### config.mk
export PLATFORM = sky130hd
export DESIGN_NAME = pt_tx_frame_flat
export DESIGN_NICKNAME = d
export VERILOG_FILES = /design/src/rtl/pt_tx_frame_pkg.sv /design/src/rtl/pt_tx_frame_if.sv /design/src/rtl/pt_tx_frame_tick_gen.sv /design/src/rtl/pt_tx_frame.sv /design/src/flat_wrapper.sv
export SDC_FILE = /design/constraint.sdc
export NUM_CORES = 1
export LEC_CHECK = 0
export CAP_MARGIN = 20
export CORE_MARGIN = 3
export CORE_UTILIZATION = 44
export DETAILED_ROUTE_END_ITERATION = 10
export PLACE_DENSITY_LB_ADDON = 0.2
export SLEW_MARGIN = 30
export SYNTH_ARGS = -nofsm -noshare
export SYNTH_HDL_FRONTEND = slang
export SYNTH_SLANG_ARGS = --single-unit
### constraint.sdc
create_clock -name clk -period 6.4 [get_ports clk]
set_clock_uncertainty 0.2 [all_clocks]
set_input_delay 0.96 -clock clk [delete_from_list [all_inputs] [get_ports clk]]
set_output_delay 0.96 -clock clk [all_outputs]
set_load 0.02 [all_outputs]
### src/rtl/pt_tx_frame_pkg.sv
// Shared definitions for the PT2262-style frame encoder.
//   - trit code constants (2 bits each, MSB pair of a word is sent first)
//   - waveform timing constants in ticks
//   - FSM state type
//   - trit_high(): envelope level of a data trit at a given tick
package pt_pkg;

  localparam logic [1:0] PT_ZERO    = 2'b00;
  localparam logic [1:0] PT_ONE     = 2'b01;
  localparam logic [1:0] PT_FLOAT   = 2'b10;
  localparam logic [1:0] PT_INVALID = 2'b11;

  // Tick counts are kept 8 bits wide so a whole sync bit (128 ticks) fits.
  localparam logic [7:0] T_SHORT    = 8'd4;
  localparam logic [7:0] T_LONG     = 8'd12;
  localparam logic [7:0] TRIT_TICKS = 8'd32;
  localparam logic [7:0] SYNC_TICKS = 8'd128;

  typedef enum logic [1:0] {IDLE, DATA, SYNC} pt_state_t;

  // A trit is two 16-tick halves; sub is the position inside the half.
  function automatic logic trit_high(input logic [1:0] code, input logic [7:0] t);
    logic [7:0] sub;
    sub = {4'd0, t[3:0]};
    case (code)
      PT_ZERO:  trit_high = (sub < T_SHORT);
      PT_ONE:   trit_high = (sub < T_LONG);
      PT_FLOAT: trit_high = (t < T_SHORT) || ((t >= (TRIT_TICKS >> 1)) && (sub < T_LONG));
      default:  trit_high = 1'b0;
    endcase
  endfunction

endpackage

### src/rtl/pt_tx_frame_if.sv
// Word input channel of the frame encoder (valid/ready).
//   s_valid : word offered by the producer
//   s_ready : encoder holding register can take a word
//   s_data  : 2*NUM_TRITS bits of trit codes, MSB pair first
interface pt_tx_frame_if #(
  parameter int NUM_TRITS = 12
);
  logic                   s_valid;
  logic                   s_ready;
  logic [2*NUM_TRITS-1:0] s_data;

  modport master (output s_valid, output s_data, input s_ready);
  modport slave  (input s_valid, input s_data, output s_ready);
endinterface

### src/rtl/pt_tx_frame_tick_gen.sv
// pt_tick_gen: strobe generator, one strobe every DIV clk cycles.
//   clk, rst : clock, synchronous active-high reset
//   restart  : zero the divider; the next strobe comes DIV cycles later
//   strobe   : high on the last cycle of each DIV-cycle period
module pt_tick_gen #(
  parameter int DIV = 1
) (
  input  logic clk,
  input  logic rst,
  input  logic restart,
  output logic strobe
);
  localparam int CW = (DIV > 1) ? $clog2(DIV) : 1;
  localparam logic [CW-1:0] LAST = CW'(DIV - 1);

  logic [CW-1:0] count_reg;

  assign strobe = (count_reg == LAST);

  always_ff @(posedge clk) begin
    if (rst || restart || strobe) count_reg <= '0;
    else                          count_reg <= count_reg + CW'(1);
  end
endmodule

### src/rtl/pt_tx_frame.sv
// pt_tx_frame: PT2262-style OOK frame encoder.
// Each accepted word is sent as REPEATS frames of NUM_TRITS trits plus a
// sync bit. A one-word holding register lets the next word queue up.
//   clk, rst   : clock, synchronous active-high reset
//   s          : word input (pt_tx_frame_if.slave)
//   q          : registered serial waveform
//   busy       : frame transmission in progress
//   frame_done : pulse on the last cycle of each frame
//   err_trit   : pulse on the first cycle of each invalid trit
// Build option: define PT_TX_CARRIER_EN to gate q with a carrier square wave
// toggling every CARRIER_DIV cycles (otherwise CARRIER_DIV is unused).
module pt_tx_frame
  import pt_pkg::*;
#(
  parameter int NUM_TRITS   = 12,
  parameter int TICK_DIV    = 1,
  parameter int REPEATS     = 4,
  parameter int CARRIER_DIV = 8
) (
  input  logic           clk,
  input  logic           rst,
  pt_tx_frame_if.slave   s,
  output logic           q,
  output logic           busy,
  output logic           frame_done,
  output logic           err_trit
);
  localparam int WORD_W = 2 * NUM_TRITS;
  localparam int IDX_W  = (NUM_TRITS > 1) ? $clog2(NUM_TRITS) : 1;
  localparam int REP_W  = (REPEATS > 1) ? $clog2(REPEATS) : 1;
  localparam logic [IDX_W-1:0] IDX_LAST = IDX_W'(NUM_TRITS - 1);
  localparam logic [REP_W-1:0] REP_LAST = REP_W'(REPEATS - 1);

  if (NUM_TRITS < 1 || NUM_TRITS > 32 || TICK_DIV < 1 || REPEATS < 1 || CARRIER_DIV < 1) begin : g_bad_param
    $error("pt_tx_frame: parameter out of range");
  end

  pt_state_t         state_reg;
  logic [7:0]        tick_reg;
  logic [IDX_W-1:0]  idx_reg;
  logic [REP_W-1:0]  rep_reg;
  logic [WORD_W-1:0] shift_reg, word_reg, hold_reg;
  logic              hold_full_reg, tick_first_reg;
  logic              q_reg, busy_reg, frame_done_reg, err_reg;

  logic       tick_stb, sync_end, load_new, reload, frame_start, accept;
  logic       env, carrier;
  logic [1:0] cur_trit;

  assign cur_trit  = shift_reg[WORD_W-1 -: 2];
  assign s.s_ready = ~hold_full_reg & ~rst;
  assign accept    = s.s_valid & s.s_ready;

  assign sync_end    = (state_reg == SYNC) && tick_stb && (tick_reg == SYNC_TICKS - 8'd1);
  assign reload      = sync_end && (rep_reg != REP_LAST);
  // A queued word starts either from IDLE or straight after the last repeat.
  assign load_new    = hold_full_reg && ((state_reg == IDLE) || (sync_end && (rep_reg == REP_LAST)));
  assign frame_start = load_new | reload;

  pt_tick_gen #(.DIV(TICK_DIV)) u_tick (
    .clk     (clk),
    .rst     (rst),
    .restart (frame_start),
    .strobe  (tick_stb)
  );

  always_comb begin
    env = 1'b0;
    case (state_reg)
      DATA:    env = trit_high(cur_trit, tick_reg);
      SYNC:    env = (tick_reg < T_SHORT);
      default: env = 1'b0;
    endcase
  end

`ifdef PT_TX_CARRIER_EN
  logic carrier_stb, carrier_reg;

  pt_tick_gen #(.DIV(CARRIER_DIV)) u_carrier (
    .clk     (clk),
    .rst     (rst),
    .restart (frame_start),
    .strobe  (carrier_stb)
  );

  always_ff @(posedge clk) begin
    if (rst)                    carrier_reg <= 1'b0;
    else if (frame_start)       carrier_reg <= 1'b1;
    else if (state_reg == IDLE) carrier_reg <= 1'b0;
    else if (carrier_stb)       carrier_reg <= ~carrier_reg;
  end

  assign carrier = carrier_reg & (state_reg != IDLE);
`else
  assign carrier = 1'b1;
`endif

  // Outputs are registered from the current state, so q, busy, err_trit and
  // frame_done all line up one cycle behind the FSM.
  always_ff @(posedge clk) begin
    if (rst) begin
      state_reg      <= IDLE;
      tick_reg       <= '0;
      idx_reg        <= '0;
      rep_reg        <= '0;
      hold_full_reg  <= 1'b0;
      tick_first_reg <= 1'b0;
      q_reg          <= 1'b0;
      busy_reg       <= 1'b0;
      frame_done_reg <= 1'b0;
      err_reg        <= 1'b0;
    end else begin
      q_reg          <= env & carrier;
      busy_reg       <= (state_reg != IDLE);
      frame_done_reg <= sync_end;
      err_reg        <= (state_reg == DATA) && tick_first_reg && (tick_reg == 8'd0) &&
                        (cur_trit == PT_INVALID);
      // Marks the first clk cycle of each tick so err_trit pulses once.
      tick_first_reg <= frame_start | tick_stb;

      if (accept) begin
        hold_reg      <= s.s_data;
        hold_full_reg <= 1'b1;
      end else if (load_new) begin
        hold_full_reg <= 1'b0;
      end

      if (load_new) begin
        shift_reg <= hold_reg;
        word_reg  <= hold_reg;
        rep_reg   <= '0;
      end else if (reload) begin
        shift_reg <= word_reg;
        rep_reg   <= rep_reg + REP_W'(1);
      end

      case (state_reg)
        IDLE: begin
          if (load_new) begin
            state_reg <= DATA;
            tick_reg  <= '0;
            idx_reg   <= '0;
          end
        end
        DATA: begin
          if (tick_stb) begin
            if (tick_reg == TRIT_TICKS - 8'd1) begin
              tick_reg  <= '0;
              shift_reg <= shift_reg << 2;
              if (idx_reg == IDX_LAST) state_reg <= SYNC;
              else                     idx_reg   <= idx_reg + IDX_W'(1);
            end else begin
              tick_reg <= tick_reg + 8'd1;
            end
          end
        end
        SYNC: begin
          if (sync_end) begin
            tick_reg  <= '0;
            idx_reg   <= '0;
            state_reg <= frame_start ? DATA : IDLE;
          end else if (tick_stb) begin
            tick_reg <= tick_reg + 8'd1;
          end
        end
        default: state_reg <= IDLE;
      endcase
    end
  end

  assign q          = q_reg;
  assign busy       = busy_reg;
  assign frame_done = frame_done_reg;
  assign err_trit   = err_reg;
endmodule
### src/flat_wrapper.sv
// flat-port wrapper written by rule: the top's interface ports become plain ports
module pt_tx_frame_flat import pt_pkg::*;
#(
  parameter int NUM_TRITS   = 12,
  parameter int TICK_DIV    = 1,
  parameter int REPEATS     = 4,
  parameter int CARRIER_DIV = 8
)
  (clk, rst, q, busy, frame_done, err_trit, s_s_valid, s_s_data, s_s_ready);
  pt_tx_frame_if #(.NUM_TRITS(NUM_TRITS)) s_i ();
  input  logic clk;
  input  logic rst;
  output logic q;
  output logic busy;
  output logic frame_done;
  output logic err_trit;
  input wire logic [$bits(s_i.s_valid)-1:0] s_s_valid;
  input wire logic [$bits(s_i.s_data)-1:0] s_s_data;
  output wire logic [$bits(s_i.s_ready)-1:0] s_s_ready;
  assign s_i.s_valid = s_s_valid;
  assign s_i.s_data = s_s_data;
  assign s_s_ready = s_i.s_ready;
  pt_tx_frame #(.NUM_TRITS(NUM_TRITS), .TICK_DIV(TICK_DIV), .REPEATS(REPEATS), .CARRIER_DIV(CARRIER_DIV)) u_core (.clk(clk), .rst(rst), .s(s_i), .q(q), .busy(busy), .frame_done(frame_done), .err_trit(err_trit));
endmodule
==> run metrics, run 1 <==
Post-CTS Setup Bufs 0; CTS tree yes; Max clock buf depth 2; DRC 0; Sw Ratio 30.53%; I/O Pins 32; sequential area share after synthesis 61.18%; layout cell share with drive strength beyond 1 8.223%; die span in x 104.7 um; initial antenna violation count 0; Psw 0.4583 mW; placer congestion estimate 0.7539; dpl cells 490; crit path kind in -> out; commonest non-fill, non-tap cells in the layout 72 x edfxtp_1, 32 x nor2_1, 31 x clkdlybuf4s50_1, 25 x a211oi_1, 24 x mux2i_1; H-tree depth 3; GRT Residual Overflow 0; status completed; Synth area leaders edfxtp_1 50%, dfxtp_1 11%, mux2i_1 5.6%; die area 0.01096 mm2; fin area 0.004912 mm2; register bit total from synthesis 95; internal cell power 1.043 mW; Nets 408; Resized Gates After CTS 0; Max FO, Critical Path 19; register share of total power 52.3%; port bufs 31; DR vias/cell 5.387; Slew @ Worst Pin 676.4 ps; clock root cell clkbuf_8; r2r worst-path depth 8; TNS Setup 0 ps; final std cells w/o fill 506; crit path DAT 2610 ps; Pleak 1.690 nW; clock sink count 95; number of global-route vias before repair 2681; final core utilization 52.42%; antenna viol nets, final 0; Avg Cell Area, Syn 12.50 um2; Post-Syn Area 0.004287 mm2; Area growth, synth to finish 14.59%; Gate Count Post-Synth 343; Power, Total 1.501 mW; Critical Path RT 5240 ps; RSZ-0062 raised after global routing no; Period Utilization, post-route 58.89%; most common cell after layout, fill and taps aside edfxtp_1; ys async rst share 0%; CTS Buf Count 9; Die Height 104.7 um; combinational fraction of design power 23.1%; Ant. Diodes 0; Final Hold Viols 0; WL per Instance 15.58 um; Power per Cell Area 305.6 mW/mm2; worst vdd ir 116.3 uV; Worst-Skew Late Latency 370 ps; area of the core 0.009371 mm2; yosys warns 0; starting density of the core 45.74%; hold buffer count at cts 0; Netlist cell types 47; Total Wirelength 7886 um; Total GRT Usage 15.10%; f_max 265.3 MHz; 1st-iter DRT viols 158; crit end category output pin; clock share of power 24.6%; Slew Viols, Final 0; Post-synth EDFFs 72; Hold Crit Class reg -> reg; Rows 35; ys flop type edfxtp_1; final setup vio count 0; Max-Cap Viols 0; WHS Path Cells 0; first-pass GRT wire length 13310 um; largest net degree at the start of global routing 51; DRT Pass-1 Iters 6; detailed placer's ending HPWL 5027 um; DR vias 2726; Synth top area share 50.44%; post-synth top area cell edfxtp_1; Clock transition at path regs 100 ps; Slew HR 54.76%; syn_nets 379; CP Launch Type input port; DP Area 0.004732 mm2; Final Critical Period 3769 ps
per-stage QoR:
stage	hold WS (ps)	worst slack (ps)
2_1_floorplan	227.2	3300
3_3_place_gp	229.5	2651
3_5_place_dp	237.5	2603
4_1_cts	260.8	2601
5_1_grt	268.8	2466
6_report	257.7	2631
path summary, 6_finish.rpt:
| kind | startpoint | endpoint | slack, ps |
|---|---|---|---|
| max | rst | s_s_ready | 2630 |
| min reg2reg | u_core.hold_reg[17] | u_core.word_reg[17] | 260 |
| max reg2reg | u_core.state_reg[0] | u_core.shift_reg[3] | 3530 |
| min | u_core.hold_reg[17] | u_core.word_reg[17] | 260 |
kinds of logic (layout without fill, tap and decap cells):
kind of cell | Yosys count | in the layout | synth area share [%]
DFF | 95 | 95 | 61.18
xor gates and xnor gates | 1 | 1 | 0.2044
buffers and inverters | 26 | 60 | 2.714
adders and majority gates | 9 | 9 | 2.627
and+or+nand+nor | 103 | 103 | 13.31
other | 1 | 1 | 0.08748
AOI/OAI and AO/OA | 84 | 84 | 14.27
muxes | 24 | 24 | 5.604
per-layer routing:
| metal | track usage (%) | part of all wire (%) | up-vias |
|---|---|---|---|
| li1 | - | - | 1358 |
| met1 | 21.62 | 47 | 1311 |
| met2 | 22.46 | 47 | 43 |
| met3 | 2.347 | 3.1 | 14 |
| met4 | 7.310 | 2.1 | 0 |
| met5 | 0 | 0 | - |
Yosys cell counts, drive strengths merged, types with 4 or more instances:
cell    instances
a21o           22
a21oi          11
edfxtp         72
inv             8
nand2          18
ha              9
dfxtp          23
mux2i          24
nand4           6
nor3            9
nor2           33
clkbuf         12
nor2b           4
buf             6
o31ai           4
nand3           8
o21ai          11
a211oi         25
layout make-up:
| cell class | count | area (um2) |
|---|---|---|
| Inverter | 8 | 30.03 |
| Timing Repair Buffer | 36 | 347.8 |
| Clock inverter | 6 | 52.55 |
| Fill cell | 836 | 4459 |
| Multi-Input combinational cell | 222 | 1570 |
| Tap cell | 129 | 161.4 |
| Sequential cell | 95 | 2623 |
| Clock buffer | 10 | 127.6 |
power by group through the flow:
stage	sequential, mW	clock [mW]	combinational (mW)
finish	0.785	0.369	0.347
global route	0.794	0.403	0.391
CTS	0.785	0.379	0.351
detailed placement	0.799	0	0.350
global placement	0.798	0	0.341
floorplan	0.788	0	0.258
worst max-delay path, cell delays in order:
cell             delay [ps]
clkdlybuf4s50_1         750
nor2_1                  250
clkdlybuf4s50_1         640
Note: power is estimated with default switching activity, not from simulation.
==> inputs of run 2 (changes only) <==
==> constraint.sdc (replaced) <==
create_clock -name clk -period 3.6 [get_ports clk]
set_clock_uncertainty 0.2 [all_clocks]
set_input_delay 0.54 -clock clk [delete_from_list [all_inputs] [get_ports clk]]
set_output_delay 0.54 -clock clk [all_outputs]
set_load 0.02 [all_outputs]
==> run metrics, run 2 (synthesis gave the netlist of run 1 again) <==
status completed (unchanged); layout cell share with drive strength beyond 1 8.947% (was 8.223%); f_max 360.3 MHz; Nets 411 (was 408); final critical-path setup slack 824.5 ps (was 2631 ps); most common cell after layout, fill and taps aside edfxtp_1 (unchanged); Area growth, synth to finish 16.35% (was 14.59%); Slew Viols, Final 0 (unchanged); r2r setup slk 820 ps (was 3530 ps); Clock transition at path regs 100 ps (about the same); Max-Cap Viols 0 (unchanged); Placement Setup Slack 840.2 ps (was 2603 ps); CTS tree yes (unchanged); first-pass GRT wire length 13150 um (was 13310 um); clock root cell clkbuf_8 (unchanged); Slew @ Worst Pin 624.4 ps (was 676.4 ps); Rows 35 (unchanged); Pleak 1.728 nW (was 1.690 nW); CTS Buf Count 9 (unchanged); clock sink count 95 (unchanged); reg2reg start u_core.state_reg[0] (unchanged); Hold Path Origin u_core.hold_reg[22] (was u_core.hold_reg[17]); Resized Gates After CTS 0 (unchanged); number of global-route vias before repair 2648 (was 2681); Max clock buf depth 2 (unchanged); Critical Path RT 3540 ps (was 5240 ps); Total Wirelength 7931 um (was 7886 um); Period Utilization, post-route 77.10%; detailed placer's ending HPWL 5101 um (was 5027 um); crit end category flip-flop (was output pin); Final Hold Viols 0 (unchanged); die area 0.01096 mm2 (unchanged); crit path DAT 2710 ps (was 2610 ps); crit path kind reg -> reg (was in -> out); Post-CTS Setup Bufs 0 (unchanged); Final Critical Period 2775 ps; CP Launch Type flip-flop (was input port); placer congestion estimate 0.8019 (was 0.7539); commonest non-fill, non-tap cells in the layout 72 x edfxtp_1, 32 x nor2_1, 31 x clkdlybuf4s50_1, 25 x a211oi_1, 24 x mux2i_1 (unchanged); dpl cells 493 (was 490); antenna viol nets, final 0 (unchanged); Ant. Diodes 0 (unchanged); initial antenna violation count 0 (unchanged); area of the core 0.009371 mm2 (unchanged); DR vias/cell 5.483 (was 5.387); final setup vio count 0 (unchanged); final std cells w/o fill 509 (was 506); Worst-Skew Late Latency 370 ps (about the same); worst vdd ir 286.3 uV (was 116.3 uV); 1st-iter DRT viols 83 (was 158); Critical Path Source u_core.state_reg[0] (was rst); I/O Pins 32 (unchanged); hold buffer count at cts 0 (unchanged); DRT Pass-1 Iters 4 (was 6); # fillers 824 (was 836); Total GRT Usage 14.96% (was 15.10%); WL per Instance 15.58 um (about the same); DR vias 2791 (was 2726); Max FO, Critical Path 28 (was 19); Power per Cell Area 556.7 mW/mm2 (was 305.6 mW/mm2); GRT Residual Overflow 0 (unchanged); TNS Setup 0 ps (unchanged); die span in x 104.7 um (unchanged); RSZ-0062 raised after global routing no (unchanged); DRC 0 (unchanged); port bufs 31 (unchanged); starting density of the core 45.74% (unchanged); largest net degree at the start of global routing 47 (was 51); Die Height 104.7 um (unchanged); H-tree depth 3 (unchanged); Slew HR 58.28% (was 54.76%); Hold Crit Class reg -> reg (unchanged)
run 2: critical path, cell delays in order (launching register included):
cell	delay [ps]
dfxtp_1	360
inv_1	90
ha_1	300
nor2b_1	380
and4b_1	250
buf_4	410
mux2i_1	260
a211oi_1	100
a21o_1	190
run 2: worst paths after layout:
path,endpoint,cells after the start
setup reg to reg,u_core.shift_reg[4],8
hold / removal,u_core.word_reg[22],0
setup / recovery,u_core.shift_reg[4],8
hold reg to reg,u_core.word_reg[22],0
run 2: cell type report:
cell class,count,area (um2),share of cell area (%)
clock buffer,9,123.9,2.484
clock inverter,7,90.09,1.806
inverter,8,30.03,0.6021
multi-input combinational,222,1569,31.46
sequential,95,2623,52.58
tap,129,161.4,3.236
timing repair buffer,39,390.4,7.827
run 2: metal layers:
layer	vias up	part of all wire [%]	track usage, %
li1	1369	-	-
met2	58	47	23.25
met4	0	1.3	5.061
met1	1356	48	20.48
met5	-	0	0
met3	8	3.9	3.830
run 2: power breakdown:
part / leakage [nW] / internal (mW) / switching, mW / total [mW]
registers: 0.860 / 1.33 / 0.0698 / 1.40
logic: 0.767 / 0.281 / 0.355 / 0.636
clock network: 0.101 / 0.336 / 0.406 / 0.742
total: 1.73 / 1.95 / 0.831 / 2.78
run 2: stage by stage:
stage | hold WS, ps | utilization (%) | total power [mW] | instance area, um2
after floorplan | 227.2 | - | 1.860 | 4287
after global placement | 233.1 | 50.77 | 2.031 | 4758
after detailed placement | 235.3 | 50.93 | 2.058 | 4773
after CTS | 262.8 | 53.22 | 2.805 | 4987
after global routing | 270.6 | 53.22 | 2.925 | 4987
final | 258.7 | 53.22 | 2.776 | 4987
==> inputs of run 3 (changes only) <==
==> constraint.sdc (replaced) <==
create_clock -name clk -period 2.6 [get_ports clk]
set_clock_uncertainty 0.2 [all_clocks]
set_input_delay 0.39 -clock clk [delete_from_list [all_inputs] [get_ports clk]]
set_output_delay 0.39 -clock clk [all_outputs]
set_load 0.02 [all_outputs]
==> run metrics, run 3 (synthesis gave the netlist of run 1 again) <==
Rows 35 (unchanged); Power per Cell Area 751.0 mW/mm2 (was 556.7 mW/mm2); number of global-route vias before repair 2658 (was 2648); Worst R2R End u_core.state_reg[0] (was u_core.shift_reg[4]); CTS Buf Count 9 (unchanged); GRT Residual Overflow 0 (unchanged); DR vias 2771 (was 2791); port bufs 31 (unchanged); Clock transition at path regs 100 ps (about the same); Max FO, Critical Path 7 (was 28); Post-CTS Setup Bufs 0 (unchanged); crit path kind reg -> reg (unchanged); Final Hold Viols 0 (unchanged); Placement Setup Slack 165.4 ps (was 840.2 ps); Period Utilization, post-route 93.55% (was 77.10%); crit path cell chain ha_1 -> nand3_4 -> o41ai_4 -> buf_4 -> nand4_1 -> or3_1 -> a21oi_1 (was inv_1 -> ha_1 -> nor2b_1 -> and4b_1 -> buf_4 -> mux2i_1 -> a211oi_1 -> a21o_1); WHS Path Cells 0 (unchanged); reg2reg start u_core.tick_reg[1] (was u_core.state_reg[0]); CP Launch Type flip-flop (unchanged); DRC 0 (unchanged); initial antenna violation count 0 (unchanged); slowest cell on the critical path dfxtp_1 (was buf_4); delay-heaviest family, CP simple AND/OR/NAND/NOR gates (unchanged); die span in x 104.7 um (unchanged); f_max 411.1 MHz (was 360.3 MHz); RSZ-0062 raised after global routing no (unchanged); Worst Hold Slack 259.8 ps (was 258.7 ps); worst vdd ir 352.4 uV (was 286.3 uV); Ant. Diodes 0 (unchanged); Slew HR 61.05% (was 58.28%); crit path DAT 2520 ps (was 2710 ps); WP buf/inv 1 (was 2); Total GRT Usage 15.38% (was 14.96%); WL per Instance 15.65 um (was 15.58 um); most common cell after layout, fill and taps aside edfxtp_1 (unchanged); layout cell share with drive strength beyond 1 10.82% (was 8.947%); Hold Path Origin u_core.hold_reg[13] (was u_core.hold_reg[22]); area of the core 0.009371 mm2 (unchanged); Slew @ Worst Pin 584.3 ps (was 624.4 ps); Pleak 1.747 nW (was 1.728 nW); clock root cell clkbuf_8 (unchanged); clock sink count 95 (unchanged); # fillers 828 (was 824); largest net degree at the start of global routing 47 (unchanged); antenna viol nets, final 0 (unchanged); final critical-path setup slack 167.7 ps (was 824.5 ps); slowest cell delay on critical path 420 ps (was 410 ps); final core utilization 53.75% (was 53.22%); Final Critical Period 2432 ps (was 2775 ps); TNS Setup 0 ps (unchanged); Max clock buf depth 2 (unchanged); Worst-Skew Late Latency 360 ps (was 370 ps); hold endpoint u_core.word_reg[13] (was u_core.word_reg[22]); die area 0.01096 mm2 (unchanged); r2r setup slk 170 ps (was 820 ps); status completed (unchanged); Die Height 104.7 um (unchanged); placer congestion estimate 0.8460 (was 0.8019); Hold Crit Class reg -> reg (unchanged); 1st-iter DRT viols 103 (was 83); Resized Gates After CTS 0 (unchanged); Total Wirelength 8089 um (was 7931 um); final setup vio count 0 (unchanged); I/O Pins 32 (unchanged); CTS tree yes (unchanged); hold buffer count at cts 0 (unchanged); DRT Pass-1 Iters 4 (unchanged); Slew Viols, Final 0 (unchanged); crit end category flip-flop (unchanged); first-pass GRT wire length 13380 um (was 13150 um); detailed placer's ending HPWL 5368 um (was 5101 um); commonest non-fill, non-tap cells in the layout 72 x edfxtp_1, 32 x nor2_1, 31 x clkdlybuf4s50_1, 25 x a211oi_1, 24 x mux2i_1 (unchanged); Area growth, synth to finish 17.51% (was 16.35%); r2r worst-path depth 7 (was 8); starting density of the core 45.74% (unchanged); Max-Cap Viols 0 (unchanged); H-tree depth 3 (unchanged); Nets 419 (was 411); DR vias/cell 5.360 (was 5.483); Critical Path RT 2690 ps (was 3540 ps)
-- run 3: report_power, final --
part / switching (mW) / internal [mW] / leakage, nW
registers: 0.0969 / 1.84 / 0.860
logic: 0.511 / 0.427 / 0.805
clock network: 0.547 / 0.362 / 0.0814
total: 1.16 / 2.63 / 1.75
-- run 3: final cells by class --
| cell class | count | area (um2) | share of cell area (%) |
|---|---|---|---|
| clock inverters | 6 | 51.30 | 1.018 |
| clock buffers | 10 | 127.6 | 2.534 |
| inverters | 8 | 30.03 | 0.5961 |
| multi-input cells | 222 | 1577 | 31.30 |
| well taps | 129 | 161.4 | 3.204 |
| flip-flops and latches | 95 | 2623 | 52.06 |
| repair buffers | 47 | 467.9 | 9.290 |
-- run 3: how the worst max path moves through the flow --
| stage | start | endpoint | cells after the start |
|---|---|---|---|
| 6_report | u_core.tick_reg[1] | u_core.state_reg[0] | 7 |
| 5_1_grt | u_core.tick_reg[0] | u_core.state_reg[0] | 7 |
| 4_1_cts | u_core.tick_reg[1] | u_core.shift_reg[3] | 7 |
| 3_5_place_dp | u_core.tick_reg[1] | u_core.shift_reg[3] | 7 |
| 3_3_place_gp | u_core.tick_reg[1] | u_core.shift_reg[22] | 7 |
| 2_1_floorplan | u_core.tick_reg[1] | u_core.word_reg[0] | 6 |
-- run 3: routing by layer --
metal,part of all wire (%),up-vias,routed length [um],GRT usage (%)
met3,3.5,8,280,3.582
met5,0,-,0,0
met1,50,1345,4063,22.38
met2,45,40,3674,22.74
met4,0.87,0,70,5.061
li1,-,1378,-,-
-- run 3: per-stage QoR --
stage	instances	instance area, um2	power [mW]
after global placement	501	4856	2.881
final	517	5037	3.783
after global routing	517	5037	4.004
after detailed placement	501	4856	2.907
after floorplan	343	4294	2.578
after CTS	517	5035	3.813
